<file path="src/rtl/circle_motion.sv">
// Per-frame centre-position generator for a bouncing circle sprite; updates x/y three
// cycles after each accepted frame-start strobe and reflects off the screen limits.
module circle_motion #(
  parameter int RADIUS   = 64,
  parameter int H_ACTIVE = 1280,
  parameter int V_ACTIVE = 720,
  parameter int X_INIT   = 640,
  parameter int Y_INIT   = 360
) (
  input  logic        clk_in,
  input  logic        rst_in,
  input  logic        nf_in,
  input  logic        pause_in,
  input  logic [3:0]  speed_in,
  output logic [10:0] x_out,
  output logic [9:0]  y_out,
  output logic        bounce_out,
  output logic [15:0] bounce_count_out
);

  localparam logic [11:0] XMIN = 12'(RADIUS);
  localparam logic [11:0] XMAX = 12'(H_ACTIVE - 1 - RADIUS);
  localparam logic [10:0] YMIN = 11'(RADIUS);
  localparam logic [10:0] YMAX = 11'(V_ACTIVE - 1 - RADIUS);

  typedef enum logic [1:0] {WAIT, STEP_X, STEP_Y, COMMIT} state_t;

  state_t      r_state;
  state_t      w_state_nxt;

  logic [3:0]  r_s;
  logic [10:0] r_nx;
  logic        r_ndx;
  logic [9:0]  r_ny;
  logic        r_ndy;
  logic        r_dir_x;
  logic        r_dir_y;

  logic [11:0] w_x_up;
  logic [11:0] w_x_lo;
  logic [10:0] w_x_dn;
  logic [10:0] w_y_up;
  logic [10:0] w_y_lo;
  logic [9:0]  w_y_dn;
  logic [10:0] w_nx;
  logic        w_ndx;
  logic [9:0]  w_ny;
  logic        w_ndy;

  // Widened sums so an overshoot past the limit is seen before any truncation.
  assign w_x_up = {1'b0, x_out} + {8'd0, r_s};
  assign w_x_lo = XMIN + {8'd0, r_s};
  assign w_x_dn = x_out - {7'd0, r_s};
  assign w_y_up = {1'b0, y_out} + {7'd0, r_s};
  assign w_y_lo = YMIN + {7'd0, r_s};
  assign w_y_dn = y_out - {6'd0, r_s};

  always_comb begin
    w_nx  = w_x_dn;
    w_ndx = r_dir_x;
    if (r_dir_x) begin
      if (w_x_up > XMAX) begin
        w_nx  = XMAX[10:0];
        w_ndx = 1'b0;
      end else begin
        w_nx  = w_x_up[10:0];
      end
    end else if ({1'b0, x_out} < w_x_lo) begin
      w_nx  = XMIN[10:0];
      w_ndx = 1'b1;
    end
  end

  always_comb begin
    w_ny  = w_y_dn;
    w_ndy = r_dir_y;
    if (r_dir_y) begin
      if (w_y_up > YMAX) begin
        w_ny  = YMAX[9:0];
        w_ndy = 1'b0;
      end else begin
        w_ny  = w_y_up[9:0];
      end
    end else if ({1'b0, y_out} < w_y_lo) begin
      w_ny  = YMIN[9:0];
      w_ndy = 1'b1;
    end
  end

  always_ff @(posedge clk_in) begin
    if (rst_in) r_state <= WAIT;
    else        r_state <= w_state_nxt;
  end

  always_comb begin
    w_state_nxt = r_state;
    case (r_state)
      WAIT:    if (nf_in && !pause_in) w_state_nxt = STEP_X;
      STEP_X:  w_state_nxt = STEP_Y;
      STEP_Y:  w_state_nxt = COMMIT;
      COMMIT:  w_state_nxt = WAIT;
      default: w_state_nxt = WAIT;
    endcase
  end

  always_ff @(posedge clk_in) begin
    if (rst_in) begin
      x_out            <= 11'(X_INIT);
      y_out            <= 10'(Y_INIT);
      r_dir_x          <= 1'b1;
      r_dir_y          <= 1'b1;
      bounce_out       <= 1'b0;
      bounce_count_out <= 16'd0;
      r_s              <= 4'd0;
      r_nx             <= 11'd0;
      r_ndx            <= 1'b0;
      r_ny             <= 10'd0;
      r_ndy            <= 1'b0;
    end else begin
      bounce_out <= 1'b0;
      case (r_state)
        WAIT: begin
          if (nf_in && !pause_in) r_s <= speed_in;
        end
        STEP_X: begin
          r_nx  <= w_nx;
          r_ndx <= w_ndx;
        end
        STEP_Y: begin
          r_ny  <= w_ny;
          r_ndy <= w_ndy;
        end
        COMMIT: begin
          x_out   <= r_nx;
          y_out   <= r_ny;
          r_dir_x <= r_ndx;
          r_dir_y <= r_ndy;
          // A corner hit flips both directions but still counts as one bounce.
          if ((r_ndx != r_dir_x) || (r_ndy != r_dir_y)) begin
            bounce_out       <= 1'b1;
            bounce_count_out <= bounce_count_out + 16'd1;
          end
        end
        default: ;
      endcase
    end
  end

endmodule

</file>
<file path="config.mk">
export PLATFORM = sky130hd
export DESIGN_NAME = circle_motion
export DESIGN_NICKNAME = d
export VERILOG_FILES = /design/src/rtl/circle_motion.sv
export SDC_FILE = /design/constraint.sdc
export NUM_CORES = 1
export LEC_CHECK = 0
export BUFFER_PORTS_ARGS = -buffer_cell sky130_fd_sc_hd__buf_4
export CAP_MARGIN = 10
export CORE_MARGIN = 5
export CORE_UTILIZATION = 56
export DETAILED_ROUTE_END_ITERATION = 12
export GPL_ROUTABILITY_DRIVEN = 0
export GPL_TIMING_DRIVEN = 0
export PLACE_DENSITY = 0.76
export SLEW_MARGIN = 5
export SYNTH_ARGS = -nofsm -noshare
export SYNTH_HDL_FRONTEND = slang
export SYNTH_SLANG_ARGS = --single-unit
</file>
<file path="constraint.sdc">
create_clock -name clk_in -period 3 [get_ports clk_in]
set_input_delay 0.45 -clock clk_in [delete_from_list [all_inputs] [get_ports clk_in]]
set_output_delay 0.45 -clock clk_in [all_outputs]
set_load 0.01 [all_outputs]
</file>
==> metrics.yaml <==
status:
  outcome: "finished, final reports clean"
placement:
  numPortBuffers: 44
  dp_hpwl_um: 8780
worst_setup_path:
  cp_cell_sequence: "ha_1 -> fa_1 -> nor2b_2 -> o311a_1 -> mux2i_1 -> a2bb2oi_1 -> o31ai_4 -> a41oi_1"
  worst-setup-path-type: "flop to flop"
  arrival_ps: 2920
  startpoint_type: "flop"
  required_ps: 3180
  path_delay_family: "compound AO/OA/AOI/OAI gates"
  worst_path_max_delay_cell: "o31ai_4"
  crit_fanout: 6
  cpPeakStageDelay_ps: 480
  setup.worst_path.end_class: "flop"
  critPathBufInv: 0
detailed_routing:
  drc_errors: 0
  drt_iter0_markers: 424
  vias: 4233
  routed_via_density: 6.13
  antenna_left: 0
  dr.pass1.iters: 5
  routed_wl_um: 12000
  routedWlPerCell_um: 17.4
grt:
  grt_max_degree: 13
  use_met3_pct: 4.63
  grt_pass1_wl_um: 19600
  antenna_found_initial: 0
  grt_use_total_pct: 24.3
  grt_use_met1_pct: 34.4
  overflow: 0
  grt_pass1_vias: 3924
  gr-max-usage-layer: "met2"
  gr-usage-met2_pct: 37.9
logic_synthesis:
  syn_nets: 562
  yosys_register_bits: 69
  synth_async_sr_flop_share_pct: 0
  syn-cell-area_sq_um: 4470
  synth_flop_cell: "dfxtp_1"
  yosysWarnings: 0
  synth_edf_count: 0
  syn_area_per_cell_sq_um: 8.46
  ys_types: 75
  yosysSeqAreaShare_pct: 30.9
  syn_inst: 528
sta:
  clock_skew_ps: 11.9
  relSlewSlack_pct: 33.1
  period_minus_slack_ps: 2730
  hold_viol: 0
  finalMaxSlewViolations: 0
  max_freq_mhz: 366
  fin_tns_setup_ps: 0
  worst_pin_slew_ps: 1000
  period_share_pct: 91.2
  setup_violations: 0
  rsz0062_at_grt: "no"
  hold_ws_ps: 352
floorplan:
  die_w_um: 99.3
  die_h_um: 99.3
  dieArea_sq_um: 9860
  initial_utilization_pct: 57.5
  io_pins: 46
  num_rows: 32
  coreArea_sq_um: 7770
clock_network:
  cts_inserted_buffers: 9
  cts-htree-levels: 3
  clock_sinks: 69
  path_clk_slew_ps: 70
  clock-root-buffer: "clkbuf_8"
  cts_buffer_depth: 2
  clk_latency_ps: 340
  cts_tree: "yes"
pwr:
  p_int_w: 0.00182
  combPwrFrac_pct: 33.4
  power_density_nw_per_um2: 559
  clkPwrFrac_pct: 27.1
  seqPwrFrac_pct: 39.5
  power_switching_w: 0.00105
  irDropWorstVdd_uv: 394
  power_leakage_nw: 1.96
  p_sw_share_pct: 36.7
cells_and_area:
  diodes: 0
  syn_to_final_growth_pct: 15.2
  mostFrequentLayoutCells: "nor2_1, dfxtp_1, buf_4"
  layout-drive-gt1-share_pct: 15.8
  fin_nets: 618
  final_core_util_pct: 66.2
  final_common_cell: "nor2_1"
  fillers: 687
worst_hold_path:
  hold_path.class: "primary input to flop"
flow_run:
  max-cap-violations: 0
metrics by stage:
| step | area, sq um | setup slack, ps | cells | power (W) |
|---|---|---|---|---|
| final | 5140 | 265 | 691 | 0.00288 |
| after global routing | 5140 | 62.5 | 691 | 0.00305 |
| after CTS | 5120 | 23.4 | 690 | 0.00286 |
| after detailed placement | 4920 | 22.2 | 674 | 0.00209 |
| after global placement | 4920 | 175 | 674 | 0.00206 |
| after floorplan | 4470 | 553 | 528 | 0.00183 |
layout make-up:
class	count	area, sq um	area share (%)
clock inverters	5	58.8	1.14
plain buffers	29	129	2.50
clock buffers	11	141	2.75
repair buffers	45	338	6.57
flip-flops and latches	69	1380	26.9
inverters	26	97.6	1.90
well taps	102	128	2.48
multi-input cells	404	2870	55.8
kinds of logic after synthesis:
group,after synthesis,share of synthesized area (%)
xor gates and xnor gates,41,8.04
muxes,26,5.83
buffers and inverters,55,5.07
AOI/OAI and AO/OA,135,23.5
adders and majority gates,26,7.96
and+or+nand+nor,176,18.7
DFF,69,30.9
worst register-to-register path: stages, from the launching register on:
cell,delay [ps]
dfxtp_1,360
ha_1,220
fa_1,430
nor2b_2,200
o311a_1,370
mux2i_1,160
a2bb2oi_1,180
o31ai_4,480
a41oi_1,190
per-layer routing:
metal  vias up  routed length [um]
li1       2006                   -
met1      1994                5350
met2       204                5290
met3        29                1080
met4         0                 282
met5         -                   0
sequential cells by signal, summed over array words and instances (netlist names):
signal,count
bounce_count_out,16
bounce_out,1
r_dir_x,1
r_dir_y,1
r_ndx,1
r_ndy,1
r_nx,11
r_ny,10
r_s,4
r_state,2
x_out,11
y_out,10
synthesized netlist by cell type (all sizes together), types with 4 or more instances:
library cell / n / area [sq um]
mux2i: 26 / 260
o2111ai: 4 / 35.0
nor2: 75 / 282
nand2: 32 / 120
dfxtp: 69 / 1380
ha: 22 / 275
nor3: 8 / 40.0
o311ai: 4 / 42.6
a31oi: 5 / 46.3
o211ai: 12 / 95.1
fa: 4 / 80.1
nor4: 5 / 37.5
inv: 26 / 97.6
o21a: 8 / 60.1
o21ai: 27 / 139
nand2b: 7 / 43.8
nand3: 14 / 70.1
xnor2: 26 / 228
and3: 6 / 37.5
a41oi: 4 / 53.8
xor2: 15 / 131
a21oi: 14 / 70.1
a21o: 4 / 31.3
clkbuf: 11 / 41.3
nor2b: 10 / 65.1
nand4: 8 / 56.3
o31a: 5 / 45.0
o31ai: 4 / 40.0
a211oi: 12 / 95.1
buf: 18 / 87.6
power groups by stage:
stage / logic, W / clock network (W) / registers [W]
finish: 0.000960 / 0.000779 / 0.00114
detailed placement: 0.000931 / 0 / 0.00115
floorplan: 0.000694 / 0 / 0.00114
global placement: 0.000906 / 0 / 0.00115
CTS: 0.000937 / 0.000793 / 0.00113
global route: 0.00105 / 0.000838 / 0.00115
timing repair:
| action | in CTS | in global routing |
|---|---|---|
| setup endpoints to repair | 0 | 14 |
| hold buffers | 0 | 0 |
| buffers inserted | 0 | 1 |
| resized for setup | 0 | 3 |
worst paths after layout:
check	to	slack, ps	startpoint	depth (start not counted)
hold reg to reg	r_ny[5]	460	r_ny[5]	2
hold / removal	r_s[0]	350	speed_in[0]	3
setup reg to reg	r_nx[3]	270	r_s[0]	8
setup / recovery	r_nx[3]	270	r_s[0]	8
No activity file was read; power rests on OpenSTA's default activity.
